`src/rtl/rle_vga_pkg.sv`:
```
// Shared widths, run-word field positions and the run_word_t type used by
// the RLE pixel decoder.
package rle_vga_pkg;

   localparam int COLOUR_W  = 6;
   localparam int RUN_LEN_W = 10;
   localparam int RUN_W     = COLOUR_W + RUN_LEN_W;

   // Field positions inside the 16-bit run word from the flash reader
   localparam int COL_MSB = 15;
   localparam int COL_LSB = 10;
   localparam int LEN_MSB = 9;
   localparam int LEN_LSB = 0;

   typedef struct packed {
      logic [COLOUR_W-1:0]  colour;
      logic [RUN_LEN_W-1:0] len_m1;
   } run_word_t;

   function automatic run_word_t unpack_run(input logic [RUN_W-1:0] w);
      run_word_t r;
      r.colour = w[COL_MSB:COL_LSB];
      r.len_m1 = w[LEN_MSB:LEN_LSB];
      return r;
   endfunction

endpackage

```
`src/rtl/rle_run_slot.sv`:
```
// Single run register: holds colour, remaining pixel count (length-1) and a
// valid bit. Load has priority over clear, clear over decrement.
module rle_run_slot
   import rle_vga_pkg::*;
(
   input  logic                 clk,
   input  logic                 rst,
   input  logic                 clr,
   input  logic                 load,
   input  logic [COLOUR_W-1:0]  load_col,
   input  logic [RUN_LEN_W-1:0] load_len,
   input  logic                 dec,
   output logic                 vld,
   output logic [COLOUR_W-1:0]  col,
   output logic                 last
);

   logic                 vld_q, vld_d;
   logic [COLOUR_W-1:0]  col_q, col_d;
   logic [RUN_LEN_W-1:0] rem_q, rem_d;

   // Next slot contents from load / clear / decrement requests
   always_comb begin
      vld_d = vld_q;
      col_d = col_q;
      rem_d = rem_q;
      if (load) begin
         vld_d = 1'b1;
         col_d = load_col;
         rem_d = load_len;
      end else if (clr) begin
         vld_d = 1'b0;
         col_d = '0;
         rem_d = '0;
      end else if (dec && vld_q) begin
         rem_d = rem_q - {{(RUN_LEN_W-1){1'b0}}, 1'b1};
      end
   end

   // Slot registers with synchronous reset to empty
   always_ff @(posedge clk) begin
      if (rst) begin
         vld_q <= 1'b0;
         col_q <= '0;
         rem_q <= '0;
      end else begin
         vld_q <= vld_d;
         col_q <= col_d;
         rem_q <= rem_d;
      end
   end

   assign vld  = vld_q;
   assign col  = col_q;
   assign last = (rem_q == '0);

endmodule

```
`src/rtl/rle_pixel_decoder.sv`:
```
// Run-length pixel decoder: expands 16-bit run words into a registered 6-bit
// colour stream, one pixel per pix_en strobe, with a two-deep run buffer
// (current slot + next slot) so consecutive runs play back without a bubble.
// Optional build macro RLE_UNDERRUN_COUNT_EN adds a saturating 8-bit
// underrun_count output.
module rle_pixel_decoder
   import rle_vga_pkg::*;
(
   input  logic                clk,
   input  logic                rst,
   input  logic [RUN_W-1:0]    run_data,
   input  logic                run_valid,
   output logic                run_ready,
   input  logic                pix_en,
   input  logic                frame_start,
   output logic [COLOUR_W-1:0] colour,
`ifdef RLE_UNDERRUN_COUNT_EN
   output logic [7:0]          underrun_count,
`endif
   output logic                underrun
);

   run_word_t in_run;

   logic                 cur_vld, cur_last;
   logic [COLOUR_W-1:0]  cur_col;
   logic                 cur_load, cur_clr, cur_dec;
   logic [COLOUR_W-1:0]  cur_load_col;
   logic [RUN_LEN_W-1:0] cur_load_len;

   logic                 nxt_vld_q, nxt_vld_d;
   logic [COLOUR_W-1:0]  nxt_col_q, nxt_col_d;
   logic [RUN_LEN_W-1:0] nxt_len_q, nxt_len_d;

   logic                 move, accept, direct, consume_last, underrun_pix;
   logic [COLOUR_W-1:0]  colour_q, colour_d;
   logic                 underrun_q, underrun_d;

   assign in_run = unpack_run(run_data);

   rle_run_slot u_cur_slot (
      .clk      (clk),
      .rst      (rst),
      .clr      (cur_clr),
      .load     (cur_load),
      .load_col (cur_load_col),
      .load_len (cur_load_len),
      .dec      (cur_dec),
      .vld      (cur_vld),
      .col      (cur_col),
      .last     (cur_last)
   );

   // Handshake, slot movement, and next-state for next slot / colour / underrun.
   // An empty current slot is refilled from the next slot on any cycle so a
   // late word never gets stuck behind continuous pix_en strobes.
   always_comb begin
      consume_last = cur_vld && pix_en && cur_last;
      move         = !frame_start && nxt_vld_q && (!cur_vld || consume_last);
      run_ready    = !rst && !frame_start && (!nxt_vld_q || move);
      accept       = run_valid && run_ready;
      direct       = !cur_vld && !nxt_vld_q && !pix_en;
      underrun_pix = pix_en && !cur_vld && !frame_start;

      cur_load     = move || (accept && direct);
      cur_load_col = move ? nxt_col_q : in_run.colour;
      cur_load_len = move ? nxt_len_q : in_run.len_m1;
      cur_clr      = frame_start || (consume_last && !nxt_vld_q);
      cur_dec      = cur_vld && pix_en && !cur_last && !frame_start;

      nxt_vld_d = nxt_vld_q;
      nxt_col_d = nxt_col_q;
      nxt_len_d = nxt_len_q;
      if (frame_start) begin
         nxt_vld_d = 1'b0;
      end else if (accept && !direct) begin
         nxt_vld_d = 1'b1;
         nxt_col_d = in_run.colour;
         nxt_len_d = in_run.len_m1;
      end else if (move) begin
         nxt_vld_d = 1'b0;
      end

      colour_d   = (pix_en && cur_vld && !frame_start) ? cur_col : '0;
      underrun_d = frame_start ? 1'b0 : (underrun_q || underrun_pix);
   end

   // Next slot, output colour and sticky underrun registers
   always_ff @(posedge clk) begin
      if (rst) begin
         nxt_vld_q  <= 1'b0;
         nxt_col_q  <= '0;
         nxt_len_q  <= '0;
         colour_q   <= '0;
         underrun_q <= 1'b0;
      end else begin
         nxt_vld_q  <= nxt_vld_d;
         nxt_col_q  <= nxt_col_d;
         nxt_len_q  <= nxt_len_d;
         colour_q   <= colour_d;
         underrun_q <= underrun_d;
      end
   end

   assign colour   = colour_q;
   assign underrun = underrun_q;

`ifdef RLE_UNDERRUN_COUNT_EN
   logic [7:0] ucnt_q, ucnt_d;

   // Saturating count of starved pixels, cleared at each frame start
   always_comb begin
      ucnt_d = ucnt_q;
      if (frame_start) begin
         ucnt_d = '0;
      end else if (underrun_pix && (ucnt_q != 8'hFF)) begin
         ucnt_d = ucnt_q + 8'd1;
      end
   end

   // Underrun counter register
   always_ff @(posedge clk) begin
      if (rst) begin
         ucnt_q <= '0;
      end else begin
         ucnt_q <= ucnt_d;
      end
   end

   assign underrun_count = ucnt_q;
`endif

endmodule

```
`config.mk`:
```
export PLATFORM = sky130hd
export DESIGN_NAME = rle_pixel_decoder
export DESIGN_NICKNAME = d
export VERILOG_FILES = /design/src/rtl/rle_vga_pkg.sv /design/src/rtl/rle_run_slot.sv /design/src/rtl/rle_pixel_decoder.sv
export SDC_FILE = /design/constraint.sdc
export NUM_CORES = 1
export LEC_CHECK = 0
export ABC_CLOCK_PERIOD_IN_PS = 1650
export CAP_MARGIN = 20
export CORE_MARGIN = 2
export CORE_UTILIZATION = 48
export DETAILED_ROUTE_END_ITERATION = 8
export PLACE_DENSITY = 0.75
export RECOVER_POWER = 100
export SLEW_MARGIN = 20
export SYNTH_ARGS = -nofsm -noshare
export SYNTH_HDL_FRONTEND = slang
export SYNTH_SLANG_ARGS = --single-unit
export TNS_END_PERCENT = 30
```
`constraint.sdc`:
```
create_clock -name clk -period 1.65 [get_ports clk]
set_input_delay 0.165 -clock clk [delete_from_list [all_inputs] [get_ports clk]]
set_output_delay 0.165 -clock clk [all_outputs]
set_load 0.005 [all_outputs]
```
==> results.py <==
metrics = {
    "pwr": {
        "peakVddDrop_uv": 482,
        "seq_power_share_pct": 46.5,
        "p_comb_share_pct": 24.1,
        "power.density_nw_per_um2": 808,
        "power.switching_w": 0.000636,
        "switching_share_pct": 28.2,
        "pwr-share-clk_pct": 29.4,
        "p_int_w": 0.00162,
        "leakagePower_nw": 1.10,
    },
    "worst_setup_path": {
        "startpoint_type": "flip-flop",
        "crit_slowest_cell": "nor4_4",
        "cp-startpoint": "u_cur_slot.rem_q[7]$_SDFFE_PP0P_",
        "crit_fanout": 4,
        "crit_chain": "nor4_4 > nand4_4 > buf_6 > o211a_4 > buf_6 > a222oi_1 > nor3_1",
        "path_common_cell": "buf_6",
        "path_delay_family": "simple AND/OR/NAND/NOR gates",
        "critPathRequiredTime_ns": 1.83,
        "cp-end-kind": "flip-flop",
        "crit_path_max_incr_delay_ns": 0.37,
        "worstReg2RegStart": "u_cur_slot.rem_q[7]$_SDFFE_PP0P_",
        "path_class": "reg -> reg",
        "critPathArrivalTime_ns": 2.06,
        "path_buf_inv": 2,
    },
    "detailed_routing": {
        "finalWirelength_um": 5010,
        "wl_per_cell_um": 14.9,
        "drt-vias-per-instance": 5.50,
        "num_vias": 1842,
        "dr.pass1.iters": 4,
        "drtIter0Drc": 142,
        "final_antenna_net_count": 0,
        "drc": 0,
    },
    "yosys": {
        "synth_flop_cell": "dfxtp_1",
        "seq_area_frac_synth_pct": 42.4,
        "synthCells": 212,
        "yosysMostFrequentCell": "dfxtp_1",
        "async_flop_share_pct": 0,
        "ys_top_cells_by_area": "dfxtp_1 42%, mux2i_1 8.3%, nor2_1 7.0%",
        "yosysTopAreaCellShare_pct": 42.4,
        "ys_warn_count": 0,
        "synth.avg_cell_area_um2": 9.12,
        "ys_top_cells_by_count": "41 x dfxtp_1, 36 x nor2_1, 16 x mux2i_1",
        "syn-num-nets": 235,
        "ys_seq_elements": 41,
        "yosys.area.top_type": "dfxtp_1",
        "synth_edf_count": 0,
        "synth_cell_types": 45,
        "syn_area_um2": 1930,
    },
    "timing": {
        "clock.fmax_mhz": 534,
        "rsz0062_at_grt": "true",
        "drv_slew": 0,
        "period_minus_slack_ns": 1.87,
        "max-slew-margin-rel_pct": 69.2,
        "post-route-period-util_pct": 114,
        "tns_ns": -5.20,
        "setup_ws_ns": -0.224,
        "setup_viol": 34,
        "tightest_slew_ns": 0.457,
        "hold_viol": 0,
        "fin_worst_skew_ns": 0.00835,
    },
    "layout": {
        "design_area_um2": 2790,
        "fillCellCount": 300,
        "n_antenna_cell": 0,
        "drive_gt1_share_pct": 31.6,
        "final_core_util_pct": 70.9,
        "stdcell_count": 335,
        "nNetsFinal": 307,
        "syn_to_final_growth_pct": 44.4,
    },
    "placed_design": {
        "place.port_buffers": 28,
        "gp_congestion": 0.900,
        "placed_cell_area_um2": 2530,
        "dp_worst_setup_slack_ns": -0.320,
        "dp_cells": 318,
        "hpwl_um": 3430,
    },
    "die": {
        "io_pins": 29,
        "initial_utilization_pct": 49.1,
        "coreArea_um2": 3940,
        "dieHeight_um": 67.5,
        "dieArea_um2": 4550,
        "rows": 23,
        "die_w_um": 67.5,
    },
    "cts": {
        "tritoncts": "built",
        "clkSlewWorstSetupHoldPaths_ns": 0.08,
        "ctsHoldBuffers": 0,
        "cts.path.max_buffers": 2,
        "numCtsBuffers": 5,
        "ctsHtreeMaxLevel": 2,
        "cts_root_buffer": "clkbuf_8",
        "insertion_delay_ns": 0.30,
        "cts_sinks": 41,
    },
    "flow_run": {
        "drv_cap": 0,
    },
    "global_routing": {
        "grt_pass1_vias": 1697,
        "grt_max_degree": 17,
        "grt_pass1_wl_um": 7910,
        "track_usage_pct": 23.5,
        "grt-ovfl-total": 0,
        "antenna_found_initial": 0,
    },
    "min_path": {
        "hold_start": "run_data[10]",
        "hold_path_class": "in -> reg",
    },
    "run_status": {
        "status": "complete, but fails checks",
        "failed_checks": "setup timing",
    },
}
## worst paths after layout
kind	to	slack [ns]	cells after the start
max	u_cur_slot.rem_q[0]$_SDFFE_PP0P_	-0.22	7
min	u_cur_slot.col[0]$_SDFFE_PP0P_	0.44	3
max reg2reg	u_cur_slot.rem_q[0]$_SDFFE_PP0P_	-0.22	7
min reg2reg	underrun$_SDFF_PP0_	0.47	2
## metal layers
layer | track usage (%) | up-vias | wire (µm)
li1 | - | 916 | -
met1 | 30.5 | 861 | 2360
met2 | 39.5 | 55 | 2340
met3 | 4.50 | 10 | 231
met4 | 6.89 | 0 | 83
met5 | 0 | - | 0
## metrics by stage
stage	hold slack [ns]	total power (W)
after floorplan	0.274	0.00132
after global placement	0.452	0.00152
after detailed placement	0.462	0.00153
after CTS	0.438	0.00225
after global routing	0.463	0.00236
final	0.443	0.00226
## power groups by stage
stage | sequential [W] | combinational, W | clock [W]
detailed placement | 0.00107 | 0.000463 | 0
global placement | 0.00107 | 0.000455 | 0
finish | 0.00105 | 0.000545 | 0.000664
global route | 0.00105 | 0.000587 | 0.000724
CTS | 0.00105 | 0.000528 | 0.000675
floorplan | 0.00107 | 0.000248 | 0
## cells by family after synthesis
kind of cell	count (synthesis)	share of synthesized area, %
fa+ha+maj	2	1.29
buf+inv	18	5.43
flops	41	42.4
mux	19	10.0
simple gates	83	21.7
compound gates	49	19.1
## layout make-up
cell class / count / area [µm²] / area share, %
multi-input cells: 153 / 1100 / 39.4
inverters: 5 / 18.8 / 0.672
well taps: 50 / 62.6 / 2.24
clock inverters: 3 / 21.3 / 0.761
clock buffers: 5 / 68.8 / 2.46
flip-flops and latches: 41 / 826 / 29.6
repair buffers: 78 / 696 / 24.9
## flip-flops by register name (all words and copies together) (netlist names)
name and cells:
colour 6, nxt_col_q 6, nxt_len_q 10, nxt_vld_q 1
u_cur_slot.col 6, u_cur_slot.rem_q 10, u_cur_slot.vld 1, underrun 1
## worst min-delay path, delay by kind of cell
kind,cells,cell delay (ns)
simple gates,1,0.06
compound gates,1,0.05
buf+inv,1,0.42
## cells in the final DEF (no fill, tap or decap), types with 2 or more instances in the layout
master           instances
a222oi_1                 4
buf_12                   2
a211oi_2                 2
o21ai_0                  2
buf_6                    7
dlygate4sd3_1            9
nand3_1                  8
inv_2                    2
dfxtp_2                  4
a21oi_1                  8
a22oi_2                  9
inv_1                    3
buf_4                   39
clkbuf_8                 5
clkdlybuf4s50_1         18
mux2_2                   3
o21a_1                   2
nand2_1                 13
dfxtp_1                 37
mux2i_1                 16
and3_1                   8
nor3_1                   6
o21ai_1                  7
nor2_1                  36
## timing repair
item                                    CTS  global route
buffers inserted                          8             1
endpoints found under the setup margin   34            34
pin swaps                                21            10
resized for setup                        33             5
Note: power is estimated with default switching activity, not from simulation.
